[src/rtl/sound_dac_pkg.sv]
// Shared types and arithmetic helpers for the sound DAC sample-rate controller.
package sound_dac_pkg;

   typedef enum logic [1:0] {
      ST_RAMP_UP = 2'd0,
      ST_RUN     = 2'd1,
      ST_RAMP_DN = 2'd2,
      ST_MUTED   = 2'd3
   } state_e;

   function automatic int unsigned mid(input int unsigned msbi);
      return 32'd1 << msbi;
   endfunction

   // Inputs are at most MSBI+1 bits wide, so the 32-bit sum never overflows.
   function automatic int unsigned mix(input int unsigned a, input int unsigned b);
      return (a + b) >> 1;
   endfunction

endpackage

[src/rtl/dac_tick_gen.sv]
// Free-running sample divider; flags the last cycle of every SAMPLE_DIV-cycle period.
module dac_tick_gen #(
   parameter int SAMPLE_DIV = 250
) (
   input  logic clk_i,
   input  logic reset,
   output logic tick
);

   localparam int CW = (SAMPLE_DIV > 1) ? $clog2(SAMPLE_DIV) : 1;
   localparam logic [CW-1:0] LAST = CW'(SAMPLE_DIV - 1);

   logic [CW-1:0] cnt_q;
   logic [CW-1:0] cnt_d;

   always_comb begin
      if (cnt_q == LAST) begin
         cnt_d = CW'(0);
      end else begin
         cnt_d = cnt_q + CW'(1);
      end
   end

   always_ff @(posedge clk_i) begin
      if (reset) begin
         cnt_q <= CW'(0);
      end else begin
         cnt_q <= cnt_d;
      end
   end

   assign tick = (cnt_q == LAST);

endmodule

[src/rtl/sound_dac_ctrl.sv]
// Sample-rate controller: two-channel sample capture, mixing, and click-free
// ramp/mute sequencing of the delta-sigma DAC input word.
module sound_dac_ctrl
   import sound_dac_pkg::*;
#(
   parameter int MSBI       = 9,
   parameter int SAMPLE_DIV = 250,
   parameter int RAMP_STEP  = 1
) (
   input  logic            clk_i,
   input  logic            reset,
   input  logic [MSBI:0]   ch0_data,
   input  logic            ch0_valid,
   output logic            ch0_ready,
   input  logic [MSBI:0]   ch1_data,
   input  logic            ch1_valid,
   output logic            ch1_ready,
   input  logic            mute_i,
   output logic [MSBI:0]   dac_o,
   output logic            tick_o,
   output logic [1:0]      state_o
);

   localparam int W = MSBI + 1;
   localparam logic [W-1:0] MID_W  = W'(mid(MSBI));
   localparam logic [W-1:0] STEP_W = W'(RAMP_STEP);

   logic           tick_s;
   logic           accept0_s, accept1_s;
   logic [W-1:0]   hold0_q, hold0_d, hold1_q, hold1_d;
   logic           full0_q, full0_d, full1_q, full1_d;
   logic [W-1:0]   dac_q, dac_d;
   logic           tick_q;
   state_e         state_q, state_d;
   logic [W-1:0]   mix_s, up_val_s, dn_val_s;
   logic [W:0]     up_sum_s;

   dac_tick_gen #(.SAMPLE_DIV(SAMPLE_DIV)) u_tick (
      .clk_i (clk_i),
      .reset (reset),
      .tick  (tick_s)
   );

   assign accept0_s = ch0_valid && !full0_q;
   assign accept1_s = ch1_valid && !full1_q;

   // An accept in the tick cycle keeps the channel full; the tick only clears idle holds.
   always_comb begin
      hold0_d = accept0_s ? ch0_data : hold0_q;
      hold1_d = accept1_s ? ch1_data : hold1_q;
      if (accept0_s) begin
         full0_d = 1'b1;
      end else if (tick_s) begin
         full0_d = 1'b0;
      end else begin
         full0_d = full0_q;
      end
      if (accept1_s) begin
         full1_d = 1'b1;
      end else if (tick_s) begin
         full1_d = 1'b0;
      end else begin
         full1_d = full1_q;
      end
   end

   always_comb begin
      mix_s    = W'(mix(32'(hold0_q), 32'(hold1_q)));
      up_sum_s = {1'b0, dac_q} + {1'b0, STEP_W};
      up_val_s = (up_sum_s >= {1'b0, MID_W}) ? MID_W : up_sum_s[W-1:0];
      if (dac_q > MID_W) begin
         dn_val_s = ((dac_q - MID_W) <= STEP_W) ? MID_W : (dac_q - STEP_W);
      end else begin
         dn_val_s = ((MID_W - dac_q) <= STEP_W) ? MID_W : (dac_q + STEP_W);
      end
   end

   always_ff @(posedge clk_i) begin
      if (reset) begin
         state_q <= ST_RAMP_UP;
      end else begin
         state_q <= state_d;
      end
   end

   always_comb begin
      state_d = state_q;
      if (tick_s) begin
         case (state_q)
            ST_RAMP_UP: if (up_val_s == MID_W) state_d = mute_i ? ST_MUTED : ST_RUN;
            ST_RUN:     if (mute_i) state_d = ST_RAMP_DN;
            ST_RAMP_DN: if (dn_val_s == MID_W) state_d = ST_MUTED;
            ST_MUTED:   if (!mute_i) state_d = ST_RUN;
            default:    state_d = ST_RAMP_UP;
         endcase
      end
   end

   always_comb begin
      dac_d = dac_q;
      if (tick_s) begin
         case (state_q)
            ST_RAMP_UP: dac_d = up_val_s;
            ST_RUN:     dac_d = mix_s;
            ST_RAMP_DN: dac_d = dn_val_s;
            ST_MUTED:   dac_d = MID_W;
            default:    dac_d = MID_W;
         endcase
      end
   end

   always_ff @(posedge clk_i) begin
      if (reset) begin
         hold0_q <= MID_W;
         hold1_q <= MID_W;
         full0_q <= 1'b0;
         full1_q <= 1'b0;
         dac_q   <= W'(0);
         tick_q  <= 1'b0;
      end else begin
         hold0_q <= hold0_d;
         hold1_q <= hold1_d;
         full0_q <= full0_d;
         full1_q <= full1_d;
         dac_q   <= dac_d;
         tick_q  <= tick_s;
      end
   end

   assign ch0_ready = !full0_q;
   assign ch1_ready = !full1_q;
   assign dac_o     = dac_q;
   assign tick_o    = tick_q;
   assign state_o   = state_q;

endmodule

[config.mk]
export PLATFORM = sky130hd
export DESIGN_NAME = sound_dac_ctrl
export DESIGN_NICKNAME = d
export VERILOG_FILES = /design/src/rtl/sound_dac_pkg.sv /design/src/rtl/dac_tick_gen.sv /design/src/rtl/sound_dac_ctrl.sv
export SDC_FILE = /design/constraint.sdc
export NUM_CORES = 1
export LEC_CHECK = 0
export BUFFER_PORTS_ARGS = -buffer_cell sky130_fd_sc_hd__clkbuf_2
export CAP_MARGIN = 20
export CORE_UTILIZATION = 49
export CTS_BUF_LIST = sky130_fd_sc_hd__clkbuf_8
export CTS_CLUSTER_SIZE = 28
export DETAILED_ROUTE_END_ITERATION = 7
export GPL_TIMING_DRIVEN = 0
export PLACE_DENSITY = 0.69
export SETUP_SLACK_MARGIN = 0.15
export SYNTH_ARGS = -nofsm -noshare
export SYNTH_HDL_FRONTEND = slang
export SYNTH_SLANG_ARGS = --single-unit
[constraint.sdc]
create_clock -name clk_i -period 3 [get_ports clk_i]
set_input_delay 0.6 -clock clk_i [delete_from_list [all_inputs] [get_ports clk_i]]
set_output_delay 0.6 -clock clk_i [all_outputs]
set_load 0.02 [all_outputs]
Word level (Yosys, flattened, before mapping)
Index checks and enable logic that the tools add are counted.

Add/subtract/negate cells: 7. Magnitude comparators: 4. Eq/ne operators: 10. Muxes and demuxes: 14. Reductions and logical operators: 9.

Operators by type and width (count): 2-to-1 mux 10 bit (4); case mux 10 bit (4 select lines) (1); equality test 10 bit, second input constant (2); <= comparator 10 x 1 -> 1 bit, second input constant (2); adder 10 x 1 -> 11 bit, second input constant (1); adder 10 x 10 -> 11 bit (1); greater-or-equal comparator 11 x 10 -> 1 bit, second input constant (1); adder 10 x 1 -> 10 bit, second input constant (1); greater-than comparator 10 bit, second input constant (1); 2-to-1 mux 2 bit (5); subtractor 10 x 1 -> 10 bit, second input constant (1); subtractor 10 bit, first input constant (1); subtractor 10 bit, second input constant (1); adder 8 x 1 -> 8 bit, second input constant (1); equality test 8 bit, second input constant (1); != test 2 bit, second input constant (4); case mux 2 bit (4 select lines) (1); AND reduction 5 bit (1); equality test 2 bit, second input constant (2); nonzero test 2 bit (2); 2-to-1 mux 1 bit (3); equality test 2 x 1 -> 1 bit, second input constant (1); logical AND 1 bit (2); zero test 1 bit (2); 2 further kinds (2).

Flip-flop bits (word level): 43. Output and inout bits: 15. Word-level logic and storage cells: 52.

Logic depth before layout (Yosys ltp)
Gate-level depths: netlist of run 1.

Depth in word-level cells: 7. Mapped depth: 11. Mapped depth without buffers: 9.

Hierarchy
A second synthesis of run 1 with hierarchy kept.

Cell total of the unflattened synthesis: 407. Area total of the unflattened synthesis: 3095.5 µm².

By module, submodules not included: sound_dac_ctrl (times used 1, cells an instance 365, area each 2730.1 µm²); dac_tick_gen (times used 1, cells an instance 42, area each 365.4 µm²).

Worst setup path before layout of run 1
OpenSTA, ideal clock, no wires.

Path kind: register to register. Start point: reg dac_q[0], in the netlist dac_o[0]. End point: reg state_q[0], in the netlist state_o[0]. Setup time: 0.091 ns. Arrival time: 2.790 ns. Data required time: 2.909 ns. Path slack: 0.119 ns. Stages on the path, launching flop included: 10. Path through: dfxtp_1 > inv_1 > ha_1 > nor4b_2 > nand4_1 > and2_1 > or4b_2 > o311ai_4 > a31oi_1 > a311oi_1.

Cells in the longest elaborated chain, start to end: 7. Elaborated cells on any way between the ends: 18. Those cells by class: add/sub: 5; order compare: 4; eq/ne: 4; mux: 4; reduce/logical: 1.

Ends and longest elaborated chain: start, declared (line sound_dac_ctrl.sv:32) `logic [W-1:0] dac_q, dac_d;`; start signal, assigned (line sound_dac_ctrl.sv:118) `dac_q <= W'(0);`; start signal, assigned (line sound_dac_ctrl.sv:125) `dac_q <= dac_d;`; subtractor 10 bit (on tied branches) (line sound_dac_ctrl.sv:74, sound_dac_ctrl.sv:72); <= comparator 10 x 1 -> 1 bit (on tied branches) (line sound_dac_ctrl.sv:74, sound_dac_ctrl.sv:72); 2-to-1 mux 10 bit (on tied branches) (line sound_dac_ctrl.sv:74, sound_dac_ctrl.sv:72); 2-to-1 mux 10 bit (line sound_dac_ctrl.sv:71) `if (dac_q > MID_W) begin`; equality test 10 bit (line sound_dac_ctrl.sv:92) `ST_RAMP_DN: if (dn_val_s == MID_W) state_d = ST_MUTED;`; != test 2 bit (no line); AND reduction 5 bit (no line) *; end signal, assigned (line sound_dac_ctrl.sv:82) `state_q <= state_d;`; end, declared (line sound_dac_ctrl.sv:34) `state_e state_q, state_d;`.

Mark *: on every way between the ends. The rest lies on a longest branch, timed or not. A chain may end at the register's enable or synchronous reset.

Worst setup path after layout of run 1
Start point: reg dac_q[1], in the netlist dac_o[1]. End point: reg state_q[1], in the netlist state_o[1].

The elaborated chain is that of the path after synthesis.

==> results of run 1 <==
==> through the flow <==
stage	area [sq um]	TNS, ps	power [W]	worst slack [ps]	util
after global routing	3530	0	0.00113	128	0.590
after CTS	3470	0	0.00109	144	0.580
final	3530	0	0.00108	237	0.590
after global placement	3360	-453	0.000746	-95.8	0.561
after floorplan	3080	0	0.000707	197	-
after detailed placement	3360	-157	0.000749	-59.5	0.561
==> layout make-up <==
| type | count | area, sq um | area share |
|---|---|---|---|
| Timing Repair Buffer | 44 | 235 | 0.0665 |
| Sequential cell | 43 | 866 | 0.245 |
| Buffer | 23 | 123 | 0.0347 |
| Clock inverter | 3 | 12.5 | 0.00354 |
| Multi-Input combinational cell | 313 | 2070 | 0.587 |
| Inverter | 16 | 62.6 | 0.0177 |
| Clock buffer | 5 | 68.8 | 0.0195 |
| Tap cell | 75 | 93.8 | 0.0265 |
==> cells in the final DEF, fill, tap and decap left out, types with 13 or more instances in the layout <==
cell,netlist,layout
a21oi_1,36,36
o21ai_0,18,17
nand2_1,62,62
dfxtp_1,43,41
nor2_1,30,30
xnor2_1,15,15
clkbuf_2,0,40
nor3_1,13,13
ha_1,19,18
inv_1,16,16
==> per-layer routing <==
metal	wire [um]	track usage
met2	3780	0.428
met5	0	0
met1	3490	0.324
met4	318	0.138
met3	562	0.0449
==> sequential cells by signal, summed over array words and instances, names as in the netlist <==
signal	cells
dac_o	10
hold0_q	10
hold1_q	10
u_tick.cnt_q	8
state_o	2
full0_q	1
full1_q	1
tick_o	1
==> power by group <==
part | switching [W] | internal, W
Sequential | 0.0000157 | 0.000592
Combinational | 0.0000738 | 0.0000537
Clock | 0.000186 | 0.000157
Total | 0.000275 | 0.000802
==> worst max-delay path by stage <==
stage,from,end,cells past startpoint
3_5_place_dp,dac_o[0],dac_o[0],10
2_1_floorplan,dac_o[1],state_o[0],10
6_report,dac_o[1],state_o[1],11
5_1_grt,dac_o[1],state_o[0],11
3_3_place_gp,dac_o[0],dac_o[0],10
4_1_cts,dac_o[1],dac_o[0],11
==> kinds of logic (layout without fill, tap and decap cells) <==
family                   count (synthesis)  after routing
buffers and inverters                   39             91
adder cells (fa/ha/maj)                 20             20
AO/OA/AOI/OAI                          111            111
AND/OR/NAND/NOR                        154            154
XOR/XNOR                                26             26
multiplexers                             2              2
flip-flops                              43             43
==> critical path, delay by kind of cell, from the launching register on <==
| family | cells | cell delay [ps] |
|---|---|---|
| simple gates | 3 | 1200 |
| compound gates | 4 | 620 |
| flops | 1 | 340 |
| fa+ha+maj | 1 | 160 |
| buf+inv | 3 | 350 |
==> timing repair <==
| action | CTS | global route |
|---|---|---|
| endpoints found under the setup margin | 12 | 11 |
| buffers inserted | 2 | 4 |
| gates resized for setup | 5 | 15 |
| pin swaps | 3 | 9 |
==> out/results.ini, run 1 <==
[outcome]
status = finished with violations
violations = design-rule violations

[routing]
drcViolationCount = 1
ant_nets = 0
vias = 3121
vias_per_cell = 5.98
firstDrtPassIters = 7
drtIter0Drc = 199
wirelength_um = 8160
wl_per_cell_um = 15.6

[worst_hold_path]
hold_class = reg2reg
holdPathEnd = hold0_q[3]
min_path_cells = 2
hold_start = hold0_q[3]

[critical_path]
reg2reg_slack_ps = 240
endpoint_kind = register
r2r-start = dac_o[1]
cp_max_fo = 8
startpoint_type = register
crit_chain = buf_6 -> inv_4 -> ha_4 -> or3b_1 -> buf_6 -> nor3_4 -> a31oi_1 -> or4b_4 -> o311ai_4 -> a31oi_1 -> a311oi_1
crit_type = reg2reg
crit_required_ps = 3200
r2r_end = state_o[1]
cp_slowest_stage_delay_ps = 600
worstPathArrival_ps = 2970
r2r_cells = 11
critPathSlowestCell = or4b_4

[power_and_ir_drop]
p_leak_nw = 1.44
vdd.ir_drop.worst_mv = 0.281
power.density_nw_per_um2 = 305

[timing]
fin_crit_sh = 0.921
fmax_mhz = 362
drv_slew = 0
hold_viol_final = 0
rsz0062_at_grt = no
setup_viol = 0
hold_ws_ps = 462
worstMarginPinSlew_ps = 558
fin_crit_ps = 2760
fin_skew_ps = 5.87
slew_headroom = 0.628

[clocking]
holdBufCountCts = 0
clock_latency_ps = 290
htreeDepth = 2
cts_tree = yes
cts_buffer_depth = 2
cts_root_buf = clkbuf_8
cts_sinks = 43
clk_pin_slew_ps = 80
tritoncts.num_buffers = 5

[die]
fp-row-count = 28
dieArea_sq_um = 6600
ios = 40
fp.coreArea_sq_um = 5990
die_h_um = 81.2
start_util = 0.513
die_w_um = 81.2

[placed_design]
dp_hpwl_um = 6070
io_buffers = 38
dp.cells = 508
place.gp.congestion = 0.937

[synth]
synth-edff-count = 0
synth-simple-area-share = 0.248
synth_cells = 395
synth_area_per_cell_sq_um = 7.79
synth_compound_area_frac = 0.246
synth-async-reset-ratio = 0
netlist_area_sq_um = 3080
synth_top_family_by_area = simple AND/OR/NAND/NOR gates
synthDominantCellAreaShare = 0.280
yosysMostFrequentCell = nand2_1
yosysWarnings = 0
synth_commonest_cells = nand2_1, dfxtp_1, a21oi_1, nor2_1, ha_1
post_synth_xor_area_fraction = 0.0801
ys.flop_type = dfxtp_1
yosys.area.top_type = dfxtp_1
synth_mux_area_frac = 0.00651
syn-num-nets = 440
synth-seq-cells = 43
synthTopCellsByArea = dfxtp_1, ha_1, nand2_1
ys_seq_area_frac = 0.280
synth_fa_ha_area_frac = 0.0838
ys_types = 69

[finish]
finalNetCount = 491
areaGrowthSynthToFinish_pct = 14.9
diodes = 0
drive_gt1_frac = 0.179
finalNonFillerCells = 522
n_fill_cell = 555

[global_routing]
antenna_found_initial = 0
grt_pass1_vias = 2819
grt-ovfl-total = 0
grt_pass1_wl_um = 13200
grt_use_total = 0.261
grt_max_degree = 13

[job]
maxCapViolations = 0

Note: power is estimated with default switching activity, not from simulation.
==> run 2: changes to the inputs <==
--- a/config.mk
+++ b/config.mk
@@ -12,6 +12,7 @@
 export CTS_CLUSTER_SIZE = 28
 export DETAILED_ROUTE_END_ITERATION = 7
 export GPL_TIMING_DRIVEN = 0
+export MAX_ROUTING_LAYER = met4
 export PLACE_DENSITY = 0.69
 export SETUP_SLACK_MARGIN = 0.15
 export SYNTH_ARGS = -nofsm -noshare
==> out/results.ini, run 2 (synthesized netlist as in run 1, its figures left out) <==
[outcome]
status = completed

[worst_hold_path]
holdPathEnd = hold0_q[3]
min_path_cells = 2  ; unchanged
hold_class = reg2reg
hold_start = hold0_q[3]

[critical_path]
crit_type = reg2reg
reg2reg_slack_ps = 280  ; +50 ps
startpoint_type = register
r2r-start = dac_o[1]
r2r_cells = 11  ; unchanged
crit_required_ps = 3210  ; about the same
critPathLaunch = dac_o[1]
r2r_end = state_o[1]
worstPathArrival_ps = 2920  ; -50 ps
endpoint_kind = register
cp_max_fo = 9  ; +1

[timing]
rsz0062_at_grt = no
fin_crit_sh = 0.905  ; -0.0158
fin_skew_ps = 8.82  ; +2.96 ps
slew_headroom = 0.628  ; about the same
finalSetupTns_ps = 0  ; unchanged
fmax_mhz = 368  ; +1.7%
setup_viol = 0  ; unchanged
hold_viol_final = 0  ; unchanged
drv_slew = 0  ; unchanged
fin_crit_ps = 2720  ; -47.3 ps
worstMarginPinSlew_ps = 558  ; +0.0668 ps

[routing]
drcViolationCount = 0  ; -1
ant_nets = 0  ; unchanged
vias_per_cell = 5.83  ; -2.4%
firstDrtPassIters = 4  ; -3
drtIter0Drc = 159  ; -20%
vias = 3040  ; -2.6%
wl_per_cell_um = 15.8  ; +1.0%
wirelength_um = 8230  ; +0.85%

[global_routing]
grt_pass1_vias = 2827  ; +0.28%
grt_use_met2 = 0.452  ; +0.0244
grt_max_degree = 13  ; unchanged
grtUsageMet3 = 0.0449  ; unchanged
grt_pass1_wl_um = 13600  ; +3.4%
grt-ovfl-total = 0  ; unchanged
grt_use_total = 0.280  ; +0.0194
antenna_found_initial = 0  ; unchanged
gr-usage-met1 = 0.344  ; +0.0198
globalRoute.busiestLayer = met2

[finish]
diodes = 0  ; unchanged
finalNetCount = 490  ; -0.20%
final_cell_mix = nand2_1, dfxtp_1, clkbuf_2, a21oi_1, nor2_1
mostFrequentLayoutCell = nand2_1
areaGrowthSynthToFinish_pct = 16.2
n_fill_cell = 580  ; +4.5%
drive_gt1_frac = 0.184  ; +0.00489

[placed_design]
dp_hpwl_um = 6260  ; +3.1%
place.gp.congestion = 0.953  ; +1.6%
io_buffers = 38  ; unchanged

[clocking]
clock_latency_ps = 290  ; about the same
cts_sinks = 43  ; unchanged
cts_tree = yes
tritoncts.num_buffers = 5  ; unchanged
htreeDepth = 2  ; unchanged
clk_pin_slew_ps = 80  ; about the same
cts_root_buf = clkbuf_8
holdBufCountCts = 0  ; unchanged
cts_buffer_depth = 2  ; unchanged

[die]
fp.coreArea_sq_um = 5990  ; unchanged
start_util = 0.513  ; unchanged
die_h_um = 81.2  ; unchanged
dieArea_sq_um = 6600  ; unchanged
ios = 40  ; unchanged
fp-row-count = 28  ; unchanged
die_w_um = 81.2  ; unchanged

[job]
maxCapViolations = 0  ; unchanged

[power_and_ir_drop]
vdd.ir_drop.worst_mv = 0.262  ; -6.5%
power.total_w = 0.00113  ; +4.9%
power.density_nw_per_um2 = 316  ; +3.8%
p_leak_nw = 1.45  ; +0.34%

## run 2: cell count changes in the layout (fill, tap and decap cells not counted), sizes merged
cell / delta
clkinv: -1
inv: -1
buf: -2
clkbuf: +3
## run 2: power by group
| part | internal [W] | switching, W |
|---|---|---|
| clock network | 0.000207 | 0.000189 |
| registers | 0.000592 | 0.0000160 |
| logic | 0.0000536 | 0.0000735 |
| total | 0.000853 | 0.000278 |
## run 2: worst max-delay path by stage
stage	slack, ps	cells after the start	to
6_report	280	11	state_o[1]
3_3_place_gp	-90	10	dac_o[0]
3_5_place_dp	-100	10	dac_o[1]
5_1_grt	160	9	dac_o[8]
4_1_cts	150	11	state_o[0]
2_1_floorplan	200	10	state_o[0]
## run 2: area by class of cell
type                            instances  area (sq um)  share of cell area
Tap cell                               75          93.8              0.0263
Sequential cell                        43           866               0.242
Clock inverter                          1          3.75             0.00105
Clock buffer                            7          96.3              0.0270
Multi-Input combinational cell        313          2100               0.588
Inverter                               16          60.1              0.0168
Timing Repair Buffer                   43           228              0.0637
Buffer                                 23           125              0.0350
## run 2: critical path, stage by stage, from the launching register on
cell and delay (ps):
dfxtp_2 340, buf_6 130, inv_2 70, ha_4 150, or3b_1 350, clkbuf_8 180, nor3_4 170, a31oi_4 140
or4b_4 590, o311ai_4 130, a31oi_1 130, a311oi_1 240
## run 2: routing by layer
layer | routed length (um) | up-vias
li1 | - | 1521
met1 | 3670 | 1385
met2 | 3850 | 101
met3 | 434 | 33
met4 | 274 | 0
met5 | 0 | -
## run 2: timing repair
item / in CTS / in global routing
resized for setup: 10 / 10
pin swaps: 4 / 4
endpoints found under the setup margin: 12 / 9
setup buffers: 4 / 1
## run 2: stage by stage
step | area (sq um) | setup slack [ps] | cells | hold slack [ps] | utilization
finish | 3570 | 285 | 521 | 462 | 0.596
global placement | 3360 | -92.4 | 508 | 449 | 0.561
global route | 3570 | 163 | 521 | 483 | 0.596
CTS | 3540 | 152 | 520 | 464 | 0.592
detailed placement | 3360 | -98.4 | 508 | 451 | 0.561
floorplan | 3080 | 197 | 395 | 433 | -
==> run 3: changes to the inputs <==
--- a/config.mk
+++ b/config.mk
@@ -7,13 +7,13 @@
 export LEC_CHECK = 0
 export BUFFER_PORTS_ARGS = -buffer_cell sky130_fd_sc_hd__clkbuf_2
 export CAP_MARGIN = 20
-export CORE_UTILIZATION = 49
+export CORE_ASPECT_RATIO = 0.6
+export CORE_UTILIZATION = 40
 export CTS_BUF_LIST = sky130_fd_sc_hd__clkbuf_8
 export CTS_CLUSTER_SIZE = 28
 export DETAILED_ROUTE_END_ITERATION = 7
 export GPL_TIMING_DRIVEN = 0
 export MAX_ROUTING_LAYER = met4
-export PLACE_DENSITY = 0.69
 export SETUP_SLACK_MARGIN = 0.15
 export SYNTH_ARGS = -nofsm -noshare
 export SYNTH_HDL_FRONTEND = slang
==> out/results.ini, run 3 (synthesized netlist as in run 1, its figures left out) <==
[die]
die_h_um = 69.9  ; -14%
start_util = 0.418  ; -0.0953
die_w_um = 115  ; +42%
dieArea_sq_um = 8050  ; +22%
fp-row-count = 24  ; -14%
fp.coreArea_sq_um = 7360  ; +23%
ios = 40  ; unchanged

[clocking]
cts_tree = yes
cts_buffer_depth = 2  ; unchanged
cts_root_buf = clkbuf_8
clk_pin_slew_ps = 90  ; about the same
clock_latency_ps = 310  ; +20 ps
tritoncts.num_buffers = 5  ; unchanged
holdBufCountCts = 0  ; unchanged
cts_sinks = 43  ; unchanged
htreeDepth = 2  ; unchanged

[timing]
finalSetupTns_ps = 0  ; unchanged
drv_slew = 0  ; unchanged
setup_viol = 0  ; unchanged
worstMarginPinSlew_ps = 575  ; +16.8 ps
fin_crit_sh = 0.922  ; +0.0172
rsz0062_at_grt = no
slew_headroom = 0.617  ; -0.0112
fmax_mhz = 361  ; -1.9%
fin_skew_ps = 10.5  ; +1.72 ps
hold_viol_final = 0  ; unchanged
fin_crit_ps = 2770  ; +51.5 ps

[power_and_ir_drop]
power.density_nw_per_um2 = 334  ; +5.5%
power.total_w = 0.00123  ; +9.1%
vdd.ir_drop.worst_mv = 0.255  ; -2.7%
p_leak_nw = 1.48  ; +2.2%

[routing]
wirelength_um = 9170  ; +11%
drtIter0Drc = 415  ; +160%
firstDrtPassIters = 5  ; +1
vias_per_cell = 5.68  ; -2.6%
ant_nets = 0  ; unchanged
vias = 3149  ; +3.6%
wl_per_cell_um = 16.5  ; +4.8%
drcViolationCount = 0  ; unchanged

[global_routing]
grt_use_met2 = 0.313  ; -0.140
grt_use_total = 0.244  ; -0.0363
grt-ovfl-total = 0  ; unchanged
antenna_found_initial = 0  ; unchanged
gr-usage-met1 = 0.380  ; +0.0363
grt_pass1_wl_um = 14700  ; +8.1%
grtUsageMet3 = 0.0582  ; +0.0132
grt_pass1_vias = 2857  ; +1.1%
globalRoute.busiestLayer = met1
grt_max_degree = 15  ; +2

[placed_design]
place.gp.congestion = 0.942  ; -1.2%
dp_hpwl_um = 7040  ; +13%
io_buffers = 38  ; unchanged

[critical_path]
crit_required_ps = 3220  ; about the same
critPathSlowestCell = or4b_4
r2r-start = dac_o[1]
startpoint_type = register
cp_slowest_stage_delay_ps = 580  ; about the same
worstPathArrival_ps = 2980  ; +60 ps
crit_chain = buf_6 -> inv_4 -> ha_4 -> or3b_4 -> buf_8 -> nor3_4 -> a31oi_4 -> or4b_4 -> o311ai_4 -> a31oi_1 -> a311oi_1
crit_type = reg2reg
critPathLaunch = dac_o[1]
cp_max_fo = 8  ; -1
endpoint_kind = register

[finish]
finalNetCount = 494  ; +0.82%
diodes = 0  ; unchanged
final_cell_mix = nand2_1, clkbuf_2, dfxtp_1, a21oi_1, nor2_1
mostFrequentLayoutCell = nand2_1
drive_gt1_frac = 0.202  ; +0.0184
areaGrowthSynthToFinish_pct = 20.1

[worst_hold_path]
hold_class = reg2reg
hold_start = hold0_q[8]

[job]
maxCapViolations = 0  ; unchanged

[outcome]
status = completed

-- run 3: cell count changes in the layout (fill, tap and decap cells not counted), sizes merged --
cell    delta
bufinv     +1
clkbuf     -1
buf        +4
-- run 3: what timing repair did --
action                                  4_1_cts  5_1_grt
endpoints found under the setup margin       12       11
gates resized for setup                       9       20
setup buffers                                 3        6
pin swaps                                     5       13
-- run 3: cell type report --
class                      count  area [sq um]
buffer                        23           128
clock buffer                   6          82.6
clock inverter                 2          38.8
fill                         727          3660
inverter                      16          62.6
multi-input combinational    313          2130
sequential                    43           866
tap                          104           130
timing repair buffer          47           258
-- run 3: path summary, 6_finish.rpt --
check / to / slack [ps] / depth (start not counted)
worst max-delay path: state_o[0] / 230 / 11
worst min-delay path: hold0_q[8] / 470 / 2
worst max register to register: state_o[0] / 230 / 11
worst min register to register: hold0_q[8] / 470 / 2
-- run 3: power breakdown --
part,total [W],leakage [nW],internal [W],switching (W)
combinational,0.000132,1.06,0.0000539,0.0000777
sequential,0.000609,0.352,0.000592,0.0000168
clock,0.000493,0.0618,0.000274,0.000219
-- run 3: metrics by stage --
stage | hold WS (ps) | area, sq um | util | setup slack [ps] | std cells
global placement | 452 | 3400 | 0.462 | -193 | 537
floorplan | 433 | 3080 | - | 197 | 395
finish | 466 | 3690 | 0.502 | 233 | 554
global route | 488 | 3690 | 0.502 | 148 | 554
detailed placement | 456 | 3400 | 0.462 | -141 | 537
CTS | 468 | 3590 | 0.489 | 152 | 548
-- run 3: per-layer routing --
layer	up-vias	part of all wire
met3	7	0.083
met1	1476	0.53
li1	1540	-
met4	0	0.0056
met2	126	0.38
met5	-	0
-- run 3: worst max-delay path, delay by kind of cell (launching register included) --
family	cells	cell delay, ps
simple gates	3	1130
compound gates	4	680
buf+inv	3	340
fa+ha+maj	1	170
flops	1	340
